--- src/rtl/flag_reg_file_if.sv ---
// Flag-unit bus bundle: microcode addresses, ALU flag updates, IBus high slice and front panel.
// Tri-state nets are carried as value plus output-enable; ibus resolves the shared bus wire.
interface flag_reg_file_if #(
  parameter int unsigned BUS_W  = 8,
  parameter int unsigned NFLAGS = 6
);
  logic [4:0]        waddr;
  logic [4:0]        raddr;
  logic [3:0]        action;
  logic [BUS_W-1:0]  ibus_ext;
  logic [BUS_W-1:0]  ibus;
  logic [BUS_W-1:0]  ibus_drv;
  logic              ibus_oe;
  logic [NFLAGS-1:0] alu_f;
  logic [NFLAGS-1:0] alu_we;
  logic              nint_enter;
  logic              nrti;
  logic              nfpflags;
  logic [BUS_W-1:0]  fpd;
  logic              fpd_oe;
  logic [NFLAGS-1:0] flags;
  logic              nflagwe;
  logic              nwrite_ir;
  logic              nread_agl;

  // The flag unit wins the IBus whenever it drives; otherwise the bus carries the external value.
  assign ibus = ibus_oe ? ibus_drv : ibus_ext;

  modport master (
    output waddr, raddr, action, ibus_ext, alu_f, alu_we, nint_enter, nrti, nfpflags,
    input  ibus, ibus_drv, ibus_oe, fpd, fpd_oe, flags, nflagwe, nwrite_ir, nread_agl
  );

  modport slave (
    input  waddr, raddr, action, ibus, alu_f, alu_we, nint_enter, nrti, nfpflags,
    output ibus_drv, ibus_oe, fpd, fpd_oe, flags, nflagwe, nwrite_ir, nread_agl
  );
endinterface

--- src/rtl/flag_reg_file.sv ---
// Flag register unit (N,Z,L,V,rsvd,I): ALU/bus/action updates, IBus read, front-panel snapshot.
// Optional one-deep interrupt shadow register enabled by defining FLAG_SHADOW_EN.
module flag_reg_file #(
  parameter int unsigned       BUS_W     = 8,
  parameter int unsigned       NFLAGS    = 6,
  parameter int unsigned       FLAG_LSB  = 2,
  parameter logic [NFLAGS-1:0] RSVD_MASK = 6'b010000,
  parameter logic [4:0]        WA_FLAGS0 = 5'b01101,
  parameter logic [4:0]        WA_FLAGS1 = 5'b01110,
  parameter logic [4:0]        RA_FLAGS  = 5'b01101
) (
  input logic            clk4,
  input logic            nreset,
  flag_reg_file_if.slave bus
);

  localparam int unsigned BIT_L = 2;
  localparam int unsigned BIT_I = 5;

  typedef enum logic [3:0] {
    ACT_NOP = 4'd0,
    ACT_CPL = 4'd1,
    ACT_CLL = 4'd2,
    ACT_STI = 4'd3,
    ACT_CLI = 4'd4
  } action_e;

  logic [NFLAGS-1:0] flags_q, flags_d;
  logic [NFLAGS-1:0] snap_q;
  logic              sync1_q, sync2_q;
  logic [NFLAGS-1:0] act_mask, act_val, alu_res;
  logic [BUS_W-1:0]  flags_field, snap_field;
  logic              flag_wr;

  assign flag_wr       = (bus.waddr == WA_FLAGS0) || (bus.waddr == WA_FLAGS1);
  assign bus.nflagwe   = ~flag_wr;
  assign bus.nwrite_ir = ~(bus.waddr == 5'b01111);
  assign bus.nread_agl = ~(bus.raddr == 5'b01111);
  assign bus.flags     = flags_q;

  always_comb begin
    flags_field = '0;
    snap_field  = '0;
    flags_field[FLAG_LSB +: NFLAGS] = flags_q;
    snap_field[FLAG_LSB +: NFLAGS]  = snap_q;
  end

  // Both tri-state outputs float while reset is asserted.
  assign bus.ibus_oe  = nreset && (bus.raddr == RA_FLAGS);
  assign bus.ibus_drv = bus.ibus_oe ? flags_field : '0;
  assign bus.fpd_oe   = nreset && !bus.nfpflags;
  assign bus.fpd      = bus.fpd_oe ? snap_field : '0;

  always_comb begin
    act_mask = '0;
    act_val  = '0;
    case (bus.action)
      ACT_CPL: begin act_mask[BIT_L] = 1'b1; act_val[BIT_L] = ~flags_q[BIT_L]; end
      ACT_CLL: begin act_mask[BIT_L] = 1'b1; act_val[BIT_L] = 1'b0;            end
      ACT_STI: begin act_mask[BIT_I] = 1'b1; act_val[BIT_I] = 1'b1;            end
      ACT_CLI: begin act_mask[BIT_I] = 1'b1; act_val[BIT_I] = 1'b0;            end
      default: ;
    endcase
  end

  assign alu_res = (flags_q & ~bus.alu_we) | (bus.alu_f & bus.alu_we);

`ifdef FLAG_SHADOW_EN
  logic [NFLAGS-1:0] shadow_q;

  always_ff @(posedge clk4) begin
    if (!nreset)
      shadow_q <= '0;
    else if (!bus.nint_enter)
      shadow_q <= flags_q;
  end
`else
  logic unused_shadow_strobes;
  assign unused_shadow_strobes = bus.nint_enter ^ bus.nrti;
`endif

  // Lowest priority first; later assignments override earlier ones.
  always_comb begin
    flags_d = (alu_res & ~act_mask) | (act_val & act_mask);
    if (flag_wr)
      flags_d = bus.ibus[FLAG_LSB +: NFLAGS];
`ifdef FLAG_SHADOW_EN
    if (!bus.nint_enter) begin
      flags_d        = flags_q;
      flags_d[BIT_I] = 1'b0;
    end else if (!bus.nrti) begin
      flags_d = shadow_q;
    end
`endif
    flags_d = flags_d & ~RSVD_MASK;
  end

  always_ff @(posedge clk4) begin
    if (!nreset) begin
      flags_q <= '0;
      snap_q  <= '0;
      sync1_q <= 1'b1;
      sync2_q <= 1'b1;
    end else begin
      flags_q <= flags_d;
      sync1_q <= bus.nfpflags;
      sync2_q <= sync1_q;
      if (sync2_q)
        snap_q <= flags_q;
    end
  end

endmodule

--- src/flat_wrapper.sv ---
// flat-port wrapper written by rule: the top's interface ports become plain ports
module flag_reg_file_flat 
#(
  parameter int unsigned       BUS_W     = 8,
  parameter int unsigned       NFLAGS    = 6,
  parameter int unsigned       FLAG_LSB  = 2,
  parameter logic [NFLAGS-1:0] RSVD_MASK = 6'b010000,
  parameter logic [4:0]        WA_FLAGS0 = 5'b01101,
  parameter logic [4:0]        WA_FLAGS1 = 5'b01110,
  parameter logic [4:0]        RA_FLAGS  = 5'b01101
)
  (clk4, nreset, bus_waddr, bus_raddr, bus_action, bus_alu_f, bus_alu_we, bus_nint_enter, bus_nrti, bus_nfpflags, bus_ibus_drv, bus_ibus_oe, bus_fpd, bus_fpd_oe, bus_flags, bus_nflagwe, bus_nwrite_ir, bus_nread_agl);
  flag_reg_file_if #(.BUS_W(BUS_W), .NFLAGS(NFLAGS)) bus_i ();
  input logic clk4;
  input logic nreset;
  input wire logic [$bits(bus_i.waddr)-1:0] bus_waddr;
  input wire logic [$bits(bus_i.raddr)-1:0] bus_raddr;
  input wire logic [$bits(bus_i.action)-1:0] bus_action;
  input wire logic [$bits(bus_i.alu_f)-1:0] bus_alu_f;
  input wire logic [$bits(bus_i.alu_we)-1:0] bus_alu_we;
  input wire logic [$bits(bus_i.nint_enter)-1:0] bus_nint_enter;
  input wire logic [$bits(bus_i.nrti)-1:0] bus_nrti;
  input wire logic [$bits(bus_i.nfpflags)-1:0] bus_nfpflags;
  output wire logic [$bits(bus_i.ibus_drv)-1:0] bus_ibus_drv;
  output wire logic [$bits(bus_i.ibus_oe)-1:0] bus_ibus_oe;
  output wire logic [$bits(bus_i.fpd)-1:0] bus_fpd;
  output wire logic [$bits(bus_i.fpd_oe)-1:0] bus_fpd_oe;
  output wire logic [$bits(bus_i.flags)-1:0] bus_flags;
  output wire logic [$bits(bus_i.nflagwe)-1:0] bus_nflagwe;
  output wire logic [$bits(bus_i.nwrite_ir)-1:0] bus_nwrite_ir;
  output wire logic [$bits(bus_i.nread_agl)-1:0] bus_nread_agl;
  assign bus_i.waddr = bus_waddr;
  assign bus_i.raddr = bus_raddr;
  assign bus_i.action = bus_action;
  assign bus_i.alu_f = bus_alu_f;
  assign bus_i.alu_we = bus_alu_we;
  assign bus_i.nint_enter = bus_nint_enter;
  assign bus_i.nrti = bus_nrti;
  assign bus_i.nfpflags = bus_nfpflags;
  assign bus_ibus_drv = bus_i.ibus_drv;
  assign bus_ibus_oe = bus_i.ibus_oe;
  assign bus_fpd = bus_i.fpd;
  assign bus_fpd_oe = bus_i.fpd_oe;
  assign bus_flags = bus_i.flags;
  assign bus_nflagwe = bus_i.nflagwe;
  assign bus_nwrite_ir = bus_i.nwrite_ir;
  assign bus_nread_agl = bus_i.nread_agl;
  flag_reg_file #(.BUS_W(BUS_W), .NFLAGS(NFLAGS), .FLAG_LSB(FLAG_LSB), .RSVD_MASK(RSVD_MASK), .WA_FLAGS0(WA_FLAGS0), .WA_FLAGS1(WA_FLAGS1), .RA_FLAGS(RA_FLAGS)) u_core (.clk4(clk4), .nreset(nreset), .bus(bus_i));
endmodule
--- config.mk ---
export PLATFORM = sky130hd
export DESIGN_NAME = flag_reg_file_flat
export DESIGN_NICKNAME = d
export VERILOG_FILES = /design/src/rtl/flag_reg_file_if.sv /design/src/rtl/flag_reg_file.sv /design/src/flat_wrapper.sv
export SDC_FILE = /design/constraint.sdc
export NUM_CORES = 1
export LEC_CHECK = 0
export CAP_MARGIN = 20
export CORE_ASPECT_RATIO = 1.1
export CORE_MARGIN = 2
export CORE_UTILIZATION = 29
export DETAILED_ROUTE_END_ITERATION = 12
export GPL_ROUTABILITY_DRIVEN = 0
export GPL_TIMING_DRIVEN = 0
export MAX_ROUTING_LAYER = met4
export PLACE_DENSITY = 0.71
export SLEW_MARGIN = 20
export SYNTH_ARGS = -nofsm -noshare
export SYNTH_HDL_FRONTEND = slang
export SYNTH_SLANG_ARGS = --single-unit
--- constraint.sdc ---
create_clock -name clk4 -period 0.95 [get_ports clk4]
set_input_delay 0.1425 -clock clk4 [delete_from_list [all_inputs] [get_ports clk4]]
set_output_delay 0.1425 -clock clk4 [all_outputs]
set_load 0.005 [all_outputs]
After elaboration in Yosys (flattened, before gate mapping):

Cells that the tools add are included.

* input port bits: 31
* word-level logic and storage cells: 40
* output and inout bits: 27
* bits in registers: 14

* mux-type cells: 8
* equal/unequal tests: 9
* reductions and logical operators: 6
* bitwise gates (word level): 12

Operators by type and width (number)
* equality test 5 x 4 -> 1 bit, second input constant: 5
* AND 6 bit: 4
* two-way mux 8 bit: 3
* NOT 6 bit: 2
* bitwise OR 6 bit: 2
* equality test 4 x 2 -> 1 bit, second input constant: 2
* two-way mux 6 bit: 1
* equality test 4 x 1 -> 1 bit, second input constant: 1
* equality test 4 x 3 -> 1 bit, second input constant: 1
* two-way mux 1 bit: 4
* NOT 1 bit: 4
* OR reduction 2 bit: 2
* logical AND 1 bit: 2
* logical NOT 1 bit: 1
* logical OR 1 bit: 1

Longest topological paths before layout:

Gate-level depths: netlist of the first run.

* depth after elaboration: 7
* depth in mapped cells: 5
* depth with buffers taken out: 5

Least setup slack after synthesis of the first run:

OpenSTA, ideal clock, no wires.

* path kind: input port to flip-flop
* from: input port bus_raddr[0]
* to: register with a tool-made name
* required time: 0.833 ns
* library setup time: 0.117 ns
* path slack: -0.020 ns
* arrival: 0.853 ns
* buffers on the path: 1
* stages on the path: 5
* cells stage by stage: and4b_1 buf_4 nand4_1 o21ai_1 a32o_1

RTL lines
* start, declared: line flat_wrapper.sv:17 `input wire logic [$bits(bus_i.raddr)-1:0] bus_raddr;`

==> results.py, run 1 <==
metrics = {
    "placement": {
        "dpl.cell_count": 166,
        "place_worst_setup_slack_ps": -942,
        "dpl.hpwl_mm": 1.64,
        "port_buffers": 46,
    },
    "synthesis": {
        "synth.top_cell.area_share_pct": 33.4,
        "synth_flop_cell": "dfxtp_1",
        "synth_edf_count": 0,
        "synth_most_common_cell": "dfxtp_1",
        "ys_types": 32,
        "synthArstFlopShare_pct": 0,
        "synthTopCellsByCount": "dfxtp_1, buf_4, nor2_1",
        "syn_inst": 84,
        "syn_area_um2": 719,
        "ys_seq_elements": 12,
        "yosys_warnings": 8,
        "synth_area_leaders": "dfxtp_1, mux2i_1, buf_4",
        "ys_seq_area_share_pct": 33.4,
        "synth_top_area_cell": "dfxtp_1",
        "avgSynthCellArea_um2": 8.56,
    },
    "route": {
        "viasPerCell": 4.67,
        "drc": 0,
        "wl_per_cell_um": 13.6,
        "antenna_left": 0,
        "drt_wl_total_mm": 2.64,
        "drt_iter0_markers": 12,
        "dr_total_vias": 910,
        "drt_pre_antenna_iters": 4,
    },
    "critical_path": {
        "worstPathRequired_ps": 810,
        "crit_type": "reg2out",
        "endpoint_kind": "output port",
        "cp_max_fo": 2,
        "critPathLaunchType": "flop",
        "cp.arrival_ps": 1000,
    },
    "pwr": {
        "total_power_mw": 1.45,
        "peakVddDrop_mv": 1.06,
        "power_leakage_nw": 0.774,
        "powerDensity_nw_per_um2": 922,
    },
    "sta": {
        "rsz0062_at_grt": "yes",
        "clock.fmax_ghz": 0.873,
        "fin_skew_ps": 4.89,
        "fin_crit_ps": 1150,
        "period_share_pct": 121,
        "final_max_slew_viol_count": 0,
        "worst_slack_ps": -196,
        "setup_violations": 18,
        "hold_viol": 0,
    },
    "global_route": {
        "grt_pass1_wl_mm": 4.06,
        "grt_overflow_total": 0,
        "grt_antenna_before_repair": 0,
        "grt_pass1_vias": 955,
        "track_usage_pct": 19.3,
        "grt_max_degree": 11,
    },
    "cts": {
        "clockBufferDepth": 2,
        "clock-root-buffer": "clkbuf_4",
        "cts_tree": "yes",
        "cts.clk_slew.worst_paths_ps": 80,
        "worstSkewPairLatency_ps": 270,
        "cts_sinks": 12,
        "numCtsBuffers": 3,
        "cts_max_level": 1,
        "cts_hold_buf": 0,
    },
    "min_path": {
        "hold_path.class": "in2reg",
        "hold_start": "bus_nfpflags",
    },
    "die": {
        "ios": 58,
        "fp.dieH_um": 56.2,
        "initial_core_util_pct": 31.3,
        "die_w_um": 51.5,
        "die_area_um2": 2900,
        "core-area_um2": 2300,
        "rows": 18,
    },
    "layout": {
        "syn_to_final_growth_pct": 119,
        "drive_gt1_share_pct": 64.8,
        "fin_nets": 197,
        "n_antenna_cell": 0,
        "finalNonFillerCells": 195,
    },
    "outcome": {
        "violations": "setup timing",
        "status": "finished with violations",
    },
    "flow_run": {
        "drv_cap": 0,
    },
}
==> stage by stage <==
| stage | instance area, µm² | setup TNS, ps | util [%] | hold WS [ps] |
|---|---|---|---|---|
| 3_3_place_gp | 1240 | -15630 | 54.1 | 392 |
| 6_report | 1580 | -1340 | 68.6 | 215 |
| 4_1_cts | 1500 | -1350 | 65.1 | 199 |
| 2_1_floorplan | 746 | -0.350 | - | 284 |
| 3_5_place_dp | 1240 | -16020 | 54.1 | 401 |
| 5_1_grt | 1580 | -2070 | 68.6 | 207 |
==> worst max-delay path: stages (launching register included) <==
cell	delay (ps)
dfxtp_4	350
buf_6	110
and3_4	160
buf_6	110
==> path summary, 6_finish.rpt <==
check                                    to  slack [ps]  cells after the start
setup / recovery            bus_ibus_drv[4]        -200                      3
hold reg to reg   u_core.sync2_q$_SDFF_PN1_         420                      1
setup reg to reg                       flop        -160                      6
hold / removal    u_core.sync1_q$_SDFF_PN1_         220                      4
==> cell type report <==
class	instances	area (µm²)
fillers	192	721
repair buffers	73	658
multi-input cells	65	513
flip-flops and latches	12	256
plain buffers	8	56.3
well taps	30	37.5
clock buffers	4	36.3
inverters	3	18.8
==> layout by cell type (no fill, tap or decap), types with 2 or more instances in the layout <==
cell type and instances:
a32o_1 3, and2_4 6, and3_1 3, buf_2 10
clkbuf_4 3, o21ai_1 4, buf_4 24, mux2i_1 5
clkbuf_2 3, conb_1 7, clkdlybuf4s50_1 11, nor2_1 5
dfxtp_2 10, a21oi_1 2, buf_6 27, nand2_1 2
nand3_1 3, nor2_2 2, and3_4 5, dlygate4sd2_1 2
nor2b_1 2
==> cell families (layout without fill, tap and decap cells) <==
| logic type | Yosys count | count (layout) | share of synthesized area, % |
|---|---|---|---|
| other | 1 | 7 | 0.521 |
| AND/OR/NAND/NOR | 36 | 36 | 31.1 |
| AO/OA/AOI/OAI | 15 | 15 | 14.4 |
| multiplexers | 6 | 6 | 8.35 |
| buffers and inverters | 13 | 88 | 11.0 |
| XOR/XNOR | 1 | 1 | 1.22 |
| flip-flops | 12 | 12 | 33.4 |
==> power breakdown <==
| part | switching [mW] | leakage [nW] | internal [mW] | total, mW |
|---|---|---|---|---|
| sequential | 0.0222 | 0.103 | 0.538 | 0.560 |
| clock | 0.178 | 0.0210 | 0.233 | 0.410 |
| combinational | 0.178 | 0.651 | 0.305 | 0.483 |
| total | 0.378 | 0.774 | 1.08 | 1.45 |
==> what timing repair did <==
item | CTS | global route
resized for setup | 164 | 25
setup buffers | 25 | 4
endpoints found under the setup margin | 31 | 22
pin swaps | 15 | 4
==> metal layers <==
metal / wire (µm) / track usage (%)
met5: 0 / -
met1: 921 / 18.3
met4: 50 / 6.77
met2: 1500 / 35.7
met3: 176 / 5.91
Note: power is estimated with default switching activity, not from simulation.
==> run 2: changes to the inputs <==
- CORE_UTILIZATION: 29 -> 32
- PLACE_DENSITY: 0.71 -> 0.75
- RECOVER_POWER: default -> 25
- clock period: 0.95 -> 1.2 ns (I/O delays scaled with it)
==> results.py, run 2 (synthesized netlist as in run 1, its figures left out) <==
metrics = {
    "flow_run": {
        "drv_cap": 0,
    },
    "layout": {
        "fin_nets": 185,
        "finalInstanceArea_um2": 1400,
        "n_antenna_cell": 0,
        "drive_gt1_share_pct": 36.6,
        "mostFrequentLayoutCells": "buf_4, clkdlybuf4s50_1, dlygate4sd2_1",
        "layout_commonest_cell": "buf_4",
        "syn_to_final_growth_pct": 94.8,
    },
    "sta": {
        "hold_viol": 0,
        "fin_crit_ps": 1170,
        "worst_slack_ps": 28.1,
        "clock.fmax_ghz": 0.853,
        "final_max_slew_viol_count": 0,
        "rsz0062_at_grt": "yes",
        "period_share_pct": 97.7,
        "fin_skew_ps": 6.13,
        "setup_violations": 0,
    },
    "die": {
        "die_w_um": 49.2,
        "core-area_um2": 2180,
        "ios": 58,
        "initial_core_util_pct": 32.9,
        "die_area_um2": 2640,
        "rows": 18,
        "fp.dieH_um": 53.7,
    },
    "cts": {
        "clockBufferDepth": 2,
        "cts_hold_buf": 0,
        "cts_sinks": 12,
        "cts_max_level": 1,
        "numCtsBuffers": 3,
        "cts_tree": "yes",
        "worstSkewPairLatency_ps": 270,
        "cts.clk_slew.worst_paths_ps": 70,
        "clock-root-buffer": "clkbuf_4",
    },
    "critical_path": {
        "endpoint": "bus_ibus_drv[4]",
        "cp_cell_sequence": "dlygate4sd2_1 -> and4b_1 -> buf_6 -> and3_4 -> buf_6",
        "critical_path.startpoint": "bus_raddr[3]",
        "worst-r2r-setup-slack_ps": 70,
        "worstPathRequired_ps": 1020,
        "crit_type": "in2out",
        "critPathMostFrequentCell": "buf_6",
        "cp.arrival_ps": 990,
        "crit_slowest_cell": "dlygate4sd2_1",
        "critPathMaxStageDelay_ps": 220,
        "cp_max_fo": 8,
        "endpoint_kind": "output port",
        "critPathLaunchType": "input port",
        "r2r_cells": 5,
    },
    "pwr": {
        "peakVddDrop_mv": 0.727,
        "powerDensity_nw_per_um2": 744,
        "power_leakage_nw": 0.698,
    },
    "placement": {
        "port_buffers": 46,
        "dpl.hpwl_mm": 1.64,
        "place_area_um2": 1240,
        "place_worst_setup_slack_ps": -768,
    },
    "min_path": {
        "hold_path.class": "in2reg",
    },
    "route": {
        "antenna_left": 0,
        "drt_iter0_markers": 3,
        "drt_pre_antenna_iters": 3,
        "drt_wl_total_mm": 2.31,
        "drc": 0,
        "viasPerCell": 4.61,
        "wl_per_cell_um": 12.6,
        "dr_total_vias": 843,
    },
    "outcome": {
        "status": "finished, final reports clean",
    },
    "global_route": {
        "grt_antenna_before_repair": 0,
        "grt_pass1_wl_mm": 3.64,
        "grt_max_degree": 11,
        "grt_overflow_total": 0,
        "grt_pass1_vias": 827,
        "track_usage_pct": 18.6,
    },
}
==> run 2: worst max-delay path: cells and delay by family <==
kind / cells / cell delay (ps)
buf+inv: 3 / 460
simple gates: 2 / 340
==> run 2: layout make-up <==
| cell class | instances | area (µm²) |
|---|---|---|
| Inverter | 3 | 16.3 |
| Timing Repair Buffer | 59 | 541 |
| Buffer | 10 | 71.3 |
| Tap cell | 30 | 37.5 |
| Multi-Input combinational cell | 65 | 447 |
| Clock buffer | 4 | 36.3 |
| Sequential cell | 12 | 253 |
| Fill cell | 205 | 783 |
==> run 2: per-stage QoR <==
step	std cells	total power [mW]	setup TNS (ps)	utilization (%)	hold WS (ps)
2_1_floorplan	90	0.550	0	-	322
3_3_place_gp	166	0.696	-10920	56.8	393
3_5_place_dp	166	0.703	-11440	56.8	404
4_1_cts	181	1.04	0	63.3	400
5_1_grt	183	1.09	-5.65	64.1	314
6_report	183	1.04	0	64.1	328
==> run 2: how the worst min path moves through the flow <==
| stage | endpoint | cells after the start | start | slack, ps |
|---|---|---|---|---|
| after floorplan | u_core.sync1_q$_SDFF_PN1_ | 2 | bus_nfpflags | 320 |
| after global placement | u_core.sync2_q$_SDFF_PN1_ | 1 | u_core.sync1_q$_SDFF_PN1_ | 390 |
| after detailed placement | u_core.sync2_q$_SDFF_PN1_ | 1 | u_core.sync1_q$_SDFF_PN1_ | 400 |
| after CTS | flop | 4 | nreset | 400 |
| after global routing | flop | 4 | nreset | 310 |
| final | flop | 4 | nreset | 330 |
==> run 2: timing repair <==
action / 4_1_cts / 5_1_grt
buffers inserted: 11 / 2
pin swaps: 6 / 5
resized for setup: 89 / 9
setup endpoints to repair: 23 / 12
==> run 2: per-layer routing <==
| layer | wire length, µm | up-vias | global-route usage (%) |
|---|---|---|---|
| li1 | - | 426 | - |
| met1 | 867 | 393 | 18.6 |
| met2 | 1350 | 22 | 37.6 |
| met3 | 91 | 2 | 4.44 |
| met4 | 4 | 0 | 2.86 |
| met5 | 0 | - | - |
==> run 2: report_power, final <==
part	leakage, nW	switching, mW	internal (mW)
clock network	0.0210	0.139	0.184
logic	0.575	0.109	0.170
registers	0.102	0.0146	0.425
==> run 3: changes to the inputs <==
- CORE_ASPECT_RATIO: 1.1 -> default
- RECOVER_POWER: 25 -> default
==> results.py, run 3 (synthesized netlist as in run 1, its figures left out) <==
metrics = {
    "route": {
        "viasPerCell": 4.56,
        "drt_iter0_markers": 7,
        "drc": 0,
        "drt_wl_total_mm": 2.10,
        "antenna_left": 0,
        "drt_pre_antenna_iters": 2,
        "dr_total_vias": 811,
        "wl_per_cell_um": 11.8,
    },
    "critical_path": {
        "crit_slowest_cell": "dlygate4sd2_1",
        "r2r_cells": 3,
        "critPathMaxStageDelay_ps": 220,
        "worstPathRequired_ps": 1020,
        "crit_type": "in2out",
        "critPathLaunchType": "input port",
        "cp.arrival_ps": 1000,
        "cp_max_fo": 8,
        "r2r_start": "u_core.sync2_q$_SDFF_PN1_",
        "critPathMostFrequentCell": "buf_6",
        "endpoint_kind": "output port",
        "worst-r2r-setup-slack_ps": 210,
        "cp_cell_sequence": "dlygate4sd2_1 -> and4b_1 -> buf_6 -> and3_4 -> buf_6",
        "r2r-end": "u_core.snap_q[0]$_SDFFE_PN0P_",
    },
    "layout": {
        "fillers": 204,
        "n_antenna_cell": 0,
        "mostFrequentLayoutCells": "buf_4, dlygate4sd2_1, clkdlybuf4s50_1",
        "multi_input_area_um2": 448,
        "drive_gt1_share_pct": 35.3,
        "regArea_um2": 248,
        "fin_nets": 182,
        "finalInstanceArea_um2": 1360,
        "syn_to_final_growth_pct": 88.7,
    },
    "cts": {
        "cts.clk_slew.worst_paths_ps": 80,
        "cts_hold_buf": 0,
        "clock-root-buffer": "clkbuf_4",
        "clockBufferDepth": 2,
        "cts_sinks": 12,
        "numCtsBuffers": 3,
        "cts_max_level": 1,
        "cts_tree": "yes",
        "worstSkewPairLatency_ps": 270,
    },
    "sta": {
        "final_max_slew_viol_count": 0,
        "setup_violations": 0,
        "fin_skew_ps": 2.42,
        "worst_slack_ps": 21.7,
        "hold_viol": 0,
        "whs_ps": 389,
        "period_share_pct": 98.2,
        "rsz0062_at_grt": "no",
        "fin_crit_ps": 1180,
        "clock.fmax_ghz": 0.849,
        "fin_setup_tns_ps": 0,
    },
    "pwr": {
        "peakVddDrop_mv": 0.583,
        "power_leakage_nw": 0.684,
        "powerDensity_nw_per_um2": 752,
        "total_power_mw": 1.02,
    },
    "global_route": {
        "grt_max_degree": 11,
        "track_usage_pct": 17.4,
        "grt_pass1_vias": 799,
        "grt_antenna_before_repair": 0,
        "grt_pass1_wl_mm": 3.36,
        "grt_overflow_total": 0,
    },
    "min_path": {
        "hold_path_depth": 4,
        "holdPathEnd": "u_core.sync1_q$_SDFF_PN1_",
        "hold_path.class": "in2reg",
        "hold_start": "bus_nfpflags",
    },
    "placement": {
        "port_buffers": 46,
        "place_area_um2": 1240,
        "place_worst_setup_slack_ps": -798,
        "dpl.hpwl_mm": 1.62,
    },
    "die": {
        "die_w_um": 51.4,
        "die_area_um2": 2640,
        "fp.dieH_um": 51.4,
        "rows": 17,
        "core-area_um2": 2170,
        "ios": 58,
        "initial_core_util_pct": 33.2,
    },
    "flow_run": {
        "drv_cap": 0,
    },
    "outcome": {
        "status": "finished, final reports clean",
    },
}
==> run 3: metrics by stage <==
step	util, %	cells
final	62.6	178
after floorplan	-	90
after detailed placement	57.0	164
after global placement	57.0	164
after CTS	63.4	179
after global routing	62.6	178
==> run 3: area by class of cell <==
| cell class | count | share of cell area [%] |
|---|---|---|
| Inverter | 3 | 1.20 |
| Multi-Input combinational cell | 65 | 33.0 |
| Timing Repair Buffer | 56 | 37.1 |
| Tap cell | 28 | 2.58 |
| Sequential cell | 12 | 18.2 |
| Clock buffer | 4 | 2.67 |
| Buffer | 10 | 5.25 |
==> run 3: critical path: cells and delay by family <==
kind                   cells  cell delay, ps
buffers and inverters      3             460
and+or+nand+nor            2             350
==> run 3: how the worst max path moves through the flow <==
stage | cells past startpoint | endpoint | slack [ps] | startpoint
finish | 5 | bus_ibus_drv[2] | 20 | bus_raddr[0]
global route | 2 | bus_fpd[5] | 0.3 | u_core.snap_q[3]$_SDFFE_PN0P_
CTS | 5 | bus_fpd[4] | 3 | bus_nfpflags
detailed placement | 5 | bus_fpd[4] | -800 | nreset
global placement | 5 | bus_fpd[4] | -770 | nreset
floorplan | 5 | flop | 190 | bus_raddr[0]
==> run 3: repair_timing <==
| action | 4_1_cts | 5_1_grt |
|---|---|---|
| setup endpoints to repair | 23 | 8 |
| buffers inserted | 11 | 3 |
| pin swaps | 9 | 5 |
| resized for setup | 83 | 6 |
| gates cloned | 0 | 0 |
==> run 3: per-layer routing <==
layer / share of wire [%] / vias to the layer above / wire [µm] / GRT usage (%)
met5: 0 / - / 0 / -
met2: 53 / 26 / 1120 / 32.3
met3: 7.0 / 2 / 147 / 4.09
met4: 0.48 / 0 / 10 / 5.26
li1: - / 415 / - / -
met1: 39 / 368 / 825 / 18.2
==> run 3: report_power, final <==
part           internal [mW]  switching, mW
registers              0.425         0.0168
clock network          0.184          0.137
logic                  0.160         0.0989
